## src/rtl/xcvr_user_fifo_pkg.sv

```systemverilog
// =============================================================================
// Module : xcvr_user_fifo_pkg
// Desc   : Shared widths, packer state encoding and saturating-increment helper
//          for the transceiver user FIFO interconnect.
// Rev    : 1.0  initial release
// =============================================================================
`default_nettype none

package xcvr_user_fifo_pkg;

    localparam int IN_W_DEF  = 64;
    localparam int OUT_W_DEF = 128;
    localparam int CNT_W_DEF = 16;

    typedef enum logic [1:0] {
        WAIT_LOCK = 2'd0,
        LOW       = 2'd1,
        HIGH      = 2'd2
    } rx_pack_state_t;

    // Callers zero-extend their count and pass their own all-ones ceiling.
    function automatic logic [31:0] sat_inc(input logic [31:0] cnt, input logic [31:0] max);
        return (cnt >= max) ? max : cnt + 32'd1;
    endfunction

endpackage

`default_nettype wire

```

## src/rtl/xcvr_sat_counter.sv

```systemverilog
// =============================================================================
// Module : xcvr_sat_counter
// Desc   : Up-counter that sticks at all-ones; cleared only by reset.
// Rev    : 1.0  initial release
// =============================================================================
`default_nettype none

module xcvr_sat_counter
    import xcvr_user_fifo_pkg::*;
#(
    parameter int W = CNT_W_DEF
) (
    input  logic         clk,
    input  logic         reset,
    input  logic         inc_i,
    output logic [W-1:0] count_o
);

    localparam logic [W-1:0] C_MAX = {W{1'b1}};

    logic [W-1:0] cnt_q;
    logic [W-1:0] cnt_d;

    assign cnt_d   = W'(sat_inc(32'(cnt_q), 32'(C_MAX)));
    assign count_o = cnt_q;

    always_ff @(posedge clk) begin
        if (reset) begin
            cnt_q <= '0;
        end else if (inc_i) begin
            cnt_q <= cnt_d;
        end
    end

endmodule

`default_nettype wire

```

## src/rtl/xcvr_user_rx_fifo_packer.sv

```systemverilog
// =============================================================================
// Module : xcvr_user_rx_fifo_packer
// Desc   : Packs pairs of RX transceiver words (first word low) into FIFO-width
//          writes, dropping and counting writes while the FIFO is full.
//          Optional stats build: define XCVR_RX_PACKER_STATS_EN.
// Rev    : 1.0  initial release
// =============================================================================
`default_nettype none

module xcvr_user_rx_fifo_packer
    import xcvr_user_fifo_pkg::*;
#(
    parameter int IN_W  = IN_W_DEF,
    parameter int OUT_W = OUT_W_DEF,
    parameter int CNT_W = CNT_W_DEF
) (
    input  logic             clk,
    input  logic             reset,
    input  logic [IN_W-1:0]  rx_data,
    input  logic             rx_valid,
    input  logic             rx_locked,
    input  logic             flush,
    output logic [OUT_W-1:0] data,
    output logic             wrreq,
    output logic             wrclk,
    input  logic             wrfull,
    output logic             overflow,
    output logic [CNT_W-1:0] drop_cnt,
    output logic [CNT_W-1:0] words_cnt,
    output logic [CNT_W-1:0] lock_loss_cnt
);

    rx_pack_state_t   state_q;
    rx_pack_state_t   state_d;
    logic [IN_W-1:0]  low_q;
    logic [IN_W-1:0]  low_d;
    logic [OUT_W-1:0] data_q;
    logic             wrreq_q;
    logic             overflow_q;

    logic             pack_fire;
    logic             lock_loss;
    logic             do_write;
    logic             do_drop;

    always_comb begin
        state_d   = state_q;
        low_d     = low_q;
        pack_fire = 1'b0;
        lock_loss = 1'b0;
        unique case (state_q)
            WAIT_LOCK: begin
                if (rx_locked) begin
                    state_d = LOW;
                end
            end
            LOW, HIGH: begin
                if (!rx_locked) begin
                    state_d   = WAIT_LOCK;
                    lock_loss = 1'b1;
                end else if (flush) begin
                    state_d = LOW;
                end else if (rx_valid) begin
                    if (state_q == LOW) begin
                        low_d   = rx_data;
                        state_d = HIGH;
                    end else begin
                        pack_fire = 1'b1;
                        state_d   = LOW;
                    end
                end
            end
            default: state_d = WAIT_LOCK;
        endcase
    end

    // The RX side cannot be stalled, so a full FIFO costs the whole packed word.
    assign do_write = pack_fire & ~wrfull;
    assign do_drop  = pack_fire &  wrfull;

    always_ff @(posedge clk) begin
        if (reset) begin
            state_q    <= WAIT_LOCK;
            low_q      <= '0;
            data_q     <= '0;
            wrreq_q    <= 1'b0;
            overflow_q <= 1'b0;
        end else begin
            state_q <= state_d;
            low_q   <= low_d;
            wrreq_q <= do_write;
            if (do_write) begin
                data_q <= {rx_data, low_q};
            end
            if (do_drop) begin
                overflow_q <= 1'b1;
            end
        end
    end

    assign data     = data_q;
    assign wrreq    = wrreq_q;
    assign overflow = overflow_q;
    assign wrclk    = clk;

    xcvr_sat_counter #(.W(CNT_W)) u_drop_cnt (
        .clk     (clk),
        .reset   (reset),
        .inc_i   (do_drop),
        .count_o (drop_cnt)
    );

`ifdef XCVR_RX_PACKER_STATS_EN
    xcvr_sat_counter #(.W(CNT_W)) u_words_cnt (
        .clk     (clk),
        .reset   (reset),
        .inc_i   (do_write),
        .count_o (words_cnt)
    );

    xcvr_sat_counter #(.W(CNT_W)) u_lock_loss_cnt (
        .clk     (clk),
        .reset   (reset),
        .inc_i   (lock_loss),
        .count_o (lock_loss_cnt)
    );
`else
    logic unused_lock_loss;
    assign unused_lock_loss = lock_loss;
    assign words_cnt        = '0;
    assign lock_loss_cnt    = '0;
`endif

endmodule

`default_nettype wire

```

## config.mk

```make
export PLATFORM = sky130hd
export DESIGN_NAME = xcvr_user_rx_fifo_packer
export DESIGN_NICKNAME = d
export VERILOG_FILES = /design/src/rtl/xcvr_user_fifo_pkg.sv /design/src/rtl/xcvr_sat_counter.sv /design/src/rtl/xcvr_user_rx_fifo_packer.sv
export SDC_FILE = /design/constraint.sdc
export NUM_CORES = 1
export LEC_CHECK = 0
export ABC_AREA = 1
export BUFFER_PORTS_ARGS = -buffer_cell sky130_fd_sc_hd__clkbuf_2
export CAP_MARGIN = 20
export CORE_UTILIZATION = 46
export DETAILED_ROUTE_END_ITERATION = 10
export PLACE_DENSITY = 0.75
export SLEW_MARGIN = 20
export SYNTH_ARGS = -nofsm -noshare
export SYNTH_HDL_FRONTEND = slang
export SYNTH_SLANG_ARGS = --single-unit
export TNS_END_PERCENT = 30
```

## constraint.sdc

```tcl
create_clock -name clk -period 1.6 [get_ports clk]
set_input_delay 0.32 -clock clk [delete_from_list [all_inputs] [get_ports clk]]
set_output_delay 0.32 -clock clk [all_outputs]
set_load 0.01 [all_outputs]
```

After elaboration in Yosys (flattened, before gate mapping)
Cells that the tools add are included.

Input port bits: 70. Flip-flop bits (word level): 212. Word-level logic and storage cells: 32.

Order comparisons: 1. Bitwise gates (word level): 4. Mux-type cells: 12. Equal/unequal tests: 4. Reduce and logical (&&, ||, !) cells: 4. $add $sub $neg: 1.

Operators by type and width (number): $add A16 B1 Y16 const B (1); $ge A16 B16 Y1 const B (1); $mux W16 (1); $mux W2 (5); $mux W1 (5); $reduce_and A5 Y1 (1); $ne A4 B4 Y1 const B (1); $pmux W2 S2 (1); $and A1 B1 Y1 (2); $eq A2 B1 Y1 const B (1); $eq A2 B2 Y1 const B (1); $logic_not A2 Y1 (1); $ne A2 B2 Y1 const B (1); $not A1 Y1 (2); $reduce_and A2 Y1 (1); $reduce_or A2 Y1 (1).

Longest topological paths before layout
Depth in word-level cells: 7. Gate-level depth with buffers: 11. Gate-level depth less buffers: 11.

Cells and area by module
From an unflattened synthesis, not the netlist that was laid out.

Cell total of the unflattened synthesis: 1339. Area total of the unflattened synthesis: 9426.5 um^2.

By module, submodules not included: xcvr_user_rx_fifo_packer (area an instance 8453.1 um^2, seq. area each 3923.8 um^2, cells an instance 1200, instances 1); xcvr_sat_counter (area an instance 973.4 um^2, seq. area each 320.3 um^2, cells an instance 139, instances 1).

==> flow_metrics.env <==
export IMPL_grt_max_degree=77
export IMPL_clock_latency_ns=0.62
export IMPL_grt_pass1_vias=7226
export IMPL_grt_pass1_wl_mm=34.4
export IMPL_peakVddDrop_mv=0.936
export IMPL_path_class="reg -> reg"
export IMPL_die_y_um=136
export IMPL_path_clk_slew_ns=0.06
export IMPL_setup_viol=61
export IMPL_path_buf_inv=5
export IMPL_power_density_nw_per_um2=1050
export IMPL_wl_met3_mm=1.25
export IMPL_critPathLaunchType="flop"
export IMPL_crit_chain="inv_4 > buf_4 > ha_1 > nor2_4 > nand3_4 > buf_4 > buf_12 > buf_16 > o21ai_2 > a21oi_1"
export IMPL_crit_path_end_kind="flop"
export IMPL_die_area_um2=18500
export IMPL_drtPass1Iterations=5
export IMPL_ys_types=29
export IMPL_place_ws_ns=-0.274
export IMPL_critPathMaxFanout=13
export IMPL_finalHoldViolCount=0
export IMPL_synth_seq_cells=212
export IMPL_cp_top_family="buffers and inverters"
export IMPL_cpMaxStageDelayCell="dfxtp_2"
export IMPL_timing_final_max_slew_violations=0
export IMPL_root_buffer="clkbuf_16"
export IMPL_wl_per_cell_um=14.2
export IMPL_arrival_ns=2.04
export IMPL_synth_flop_cell="dfxtp_1"
export IMPL_ios=249
export IMPL_syn_inst=1060
export IMPL_ys_warn_count=0
export IMPL_std_cell_rows=48
export IMPL_cts_tree="built"
export IMPL_area_growth_pct=39.0
export IMPL_ys_seq_area_frac=0.515
export IMPL_syn_area_per_cell_um2=7.77
export IMPL_wl_met1_mm=8.95
export IMPL_fin_skew_ns=0.346
export IMPL_drtAntennaViolNets=0
export IMPL_drc=0
export IMPL_wl_met2_mm=11.6
export IMPL_fmax_mhz=592
export IMPL_tns_ns=-2.55
export IMPL_period_share=1.06
export IMPL_fill_cells=1438
export IMPL_initial_core_util=0.473
export IMPL_min_period_ns=1.69
export IMPL_wl_mm=22.6
export IMPL_grt_overflow=0
export IMPL_gp_routability_congestion=0.802
export IMPL_htree_levels=1
export IMPL_fp_coreArea_um2=17400
export IMPL_cts_buffers=23
export IMPL_grt_util_all_layers=0.237
export IMPL_io_buffers=216
export IMPL_layout_setup_ws_ns=-0.0888
export IMPL_slew_headroom=0.667
export IMPL_rsz0062_at_grt="true"
export IMPL_dp_cells=1470
export IMPL_clockBufferDepth=3
export IMPL_synthArstFlopShare=0
export IMPL_drive_gt1_frac=0.292
export IMPL_path_common_cell="buf_4"
export IMPL_total_leakage_power_nw=4.88
export IMPL_p_total_mw=12.0
export IMPL_status="finished, violations left"
export IMPL_antenna_found_initial=0
export IMPL_num_vias=7702
export IMPL_tightest_slew_ns=0.496
export IMPL_viasPerCell=4.84
export IMPL_critical_path_required_ns=1.95
export IMPL_drt_iter0_markers=399
export IMPL_synth_area_um2=8240
export IMPL_die_w_um=136
export IMPL_layout_nets=1423
export IMPL_min_delay_path_class="in -> reg"
export IMPL_top_layer_used="met4"
export IMPL_dp_hpwl_mm=13.1
export IMPL_stdcell_count=1591
export IMPL_synth_edf_count=0
export IMPL_violations="negative setup slack"
export IMPL_cp_slowest_stage_delay_ns=0.35
export IMPL_cap_violations=0
-- synth_stat cells (3+ instances only) --
master | instances | area share
a21oi_1 | 134 | 0.081
and2_1 | 3 | 0.0023
buf_2 | 25 | 0.015
buf_4 | 34 | 0.031
buf_6 | 4 | 0.0055
clkbuf_1 | 22 | 0.010
clkbuf_2 | 13 | 0.0079
dfxtp_1 | 212 | 0.52
ha_1 | 4 | 0.0061
inv_1 | 165 | 0.075
nand2_1 | 45 | 0.020
nand2_2 | 3 | 0.0023
nand3_1 | 18 | 0.011
nand3_2 | 4 | 0.0049
nor2_1 | 152 | 0.069
nor2_4 | 3 | 0.0041
o21ai_0 | 171 | 0.10
o21ai_1 | 33 | 0.020
-- metal layers --
layer | up-vias | GRT usage
li1 | 3887 | -
met1 | 3525 | 0.261
met2 | 231 | 0.411
met3 | 59 | 0.0679
met4 | 0 | 0.125
met5 | - | 0
-- tightest hold or removal path: stages --
cell and delay [ns]:
clkbuf_2 0.11, o21ai_1 0.08, a21oi_2 0.10
-- cell families (layout without fill, tap and decap cells) --
logic type	Yosys count	in the layout	share of synthesized area
simple gates	234	235	0.121
buf+inv	267	540	0.148
flops	212	212	0.515
other cells	1	33	0.000455
fa+ha+maj	4	4	0.00607
compound gates	341	341	0.208
xor+xnor	1	1	0.00106
-- repair_timing --
item	in CTS	in global routing
hold buffers	35	0
pin swaps	7	13
resized for setup	73	61
setup endpoints to repair	210	48
gates cloned	7	4
buffers inserted	15	22
endpoints found under the hold margin	55	0
-- registers in the layout (all words and copies together) (netlist names) --
name and cells:
data 128, low_q 64, overflow 1, state_q 2, u_drop_cnt.count_o 16, wrreq 1
-- stage by stage --
step | area (µm²) | util | hold WS, ns
after floorplan | 8360 | - | 0.389
after global placement | 9570 | 0.550 | 0.423
after detailed placement | 9570 | 0.550 | 0.423
after CTS | 11100 | 0.637 | 0.00533
after global routing | 11500 | 0.658 | 0.0203
final | 11500 | 0.658 | 0.0271
-- power by group --
group	switching [mW]	internal, mW
clock	2.10	3.08
sequential	0.0943	5.45
combinational	0.700	0.574
-- layout make-up --
cell class / count / area (µm²) / share of cell area
flip-flops and latches: 212 / 4250 / 0.371
multi-input cells: 613 / 3130 / 0.273
repair buffers: 327 / 2400 / 0.210
clock buffers: 37 / 673 / 0.0588
inverters: 168 / 651 / 0.0568
well taps: 225 / 282 / 0.0246
clock inverters: 8 / 71.3 / 0.00622
diodes: 1 / 2.50 / 0.000218
-- final timing paths --
kind                            slack [ns]  cells after the start        end        start
worst max-delay path                 -0.09                     10  data[109]   state_q[1]
worst min-delay path                  0.03                      3  data[104]  rx_data[40]
worst max register to register       -0.09                     10  data[109]   state_q[1]
worst min register to register        0.21                      2    data[7]     low_q[7]
-- cells in the final DEF (no fill, tap or decap), types with 14 or more instances in the layout --
cell	Yosys	final
clkbuf_2	13	216
buf_12	0	14
conb_1	1	32
a21oi_1	134	122
dfxtp_1	212	209
o21ai_2	0	15
buf_4	34	46
clkbuf_16	0	26
inv_1	165	162
nand3_1	18	15
nor2_1	152	149
dlygate4sd3_1	0	35
o21ai_1	33	63
nand2_1	45	39
o21ai_0	171	124
Power figures use the tool's default switching activity.
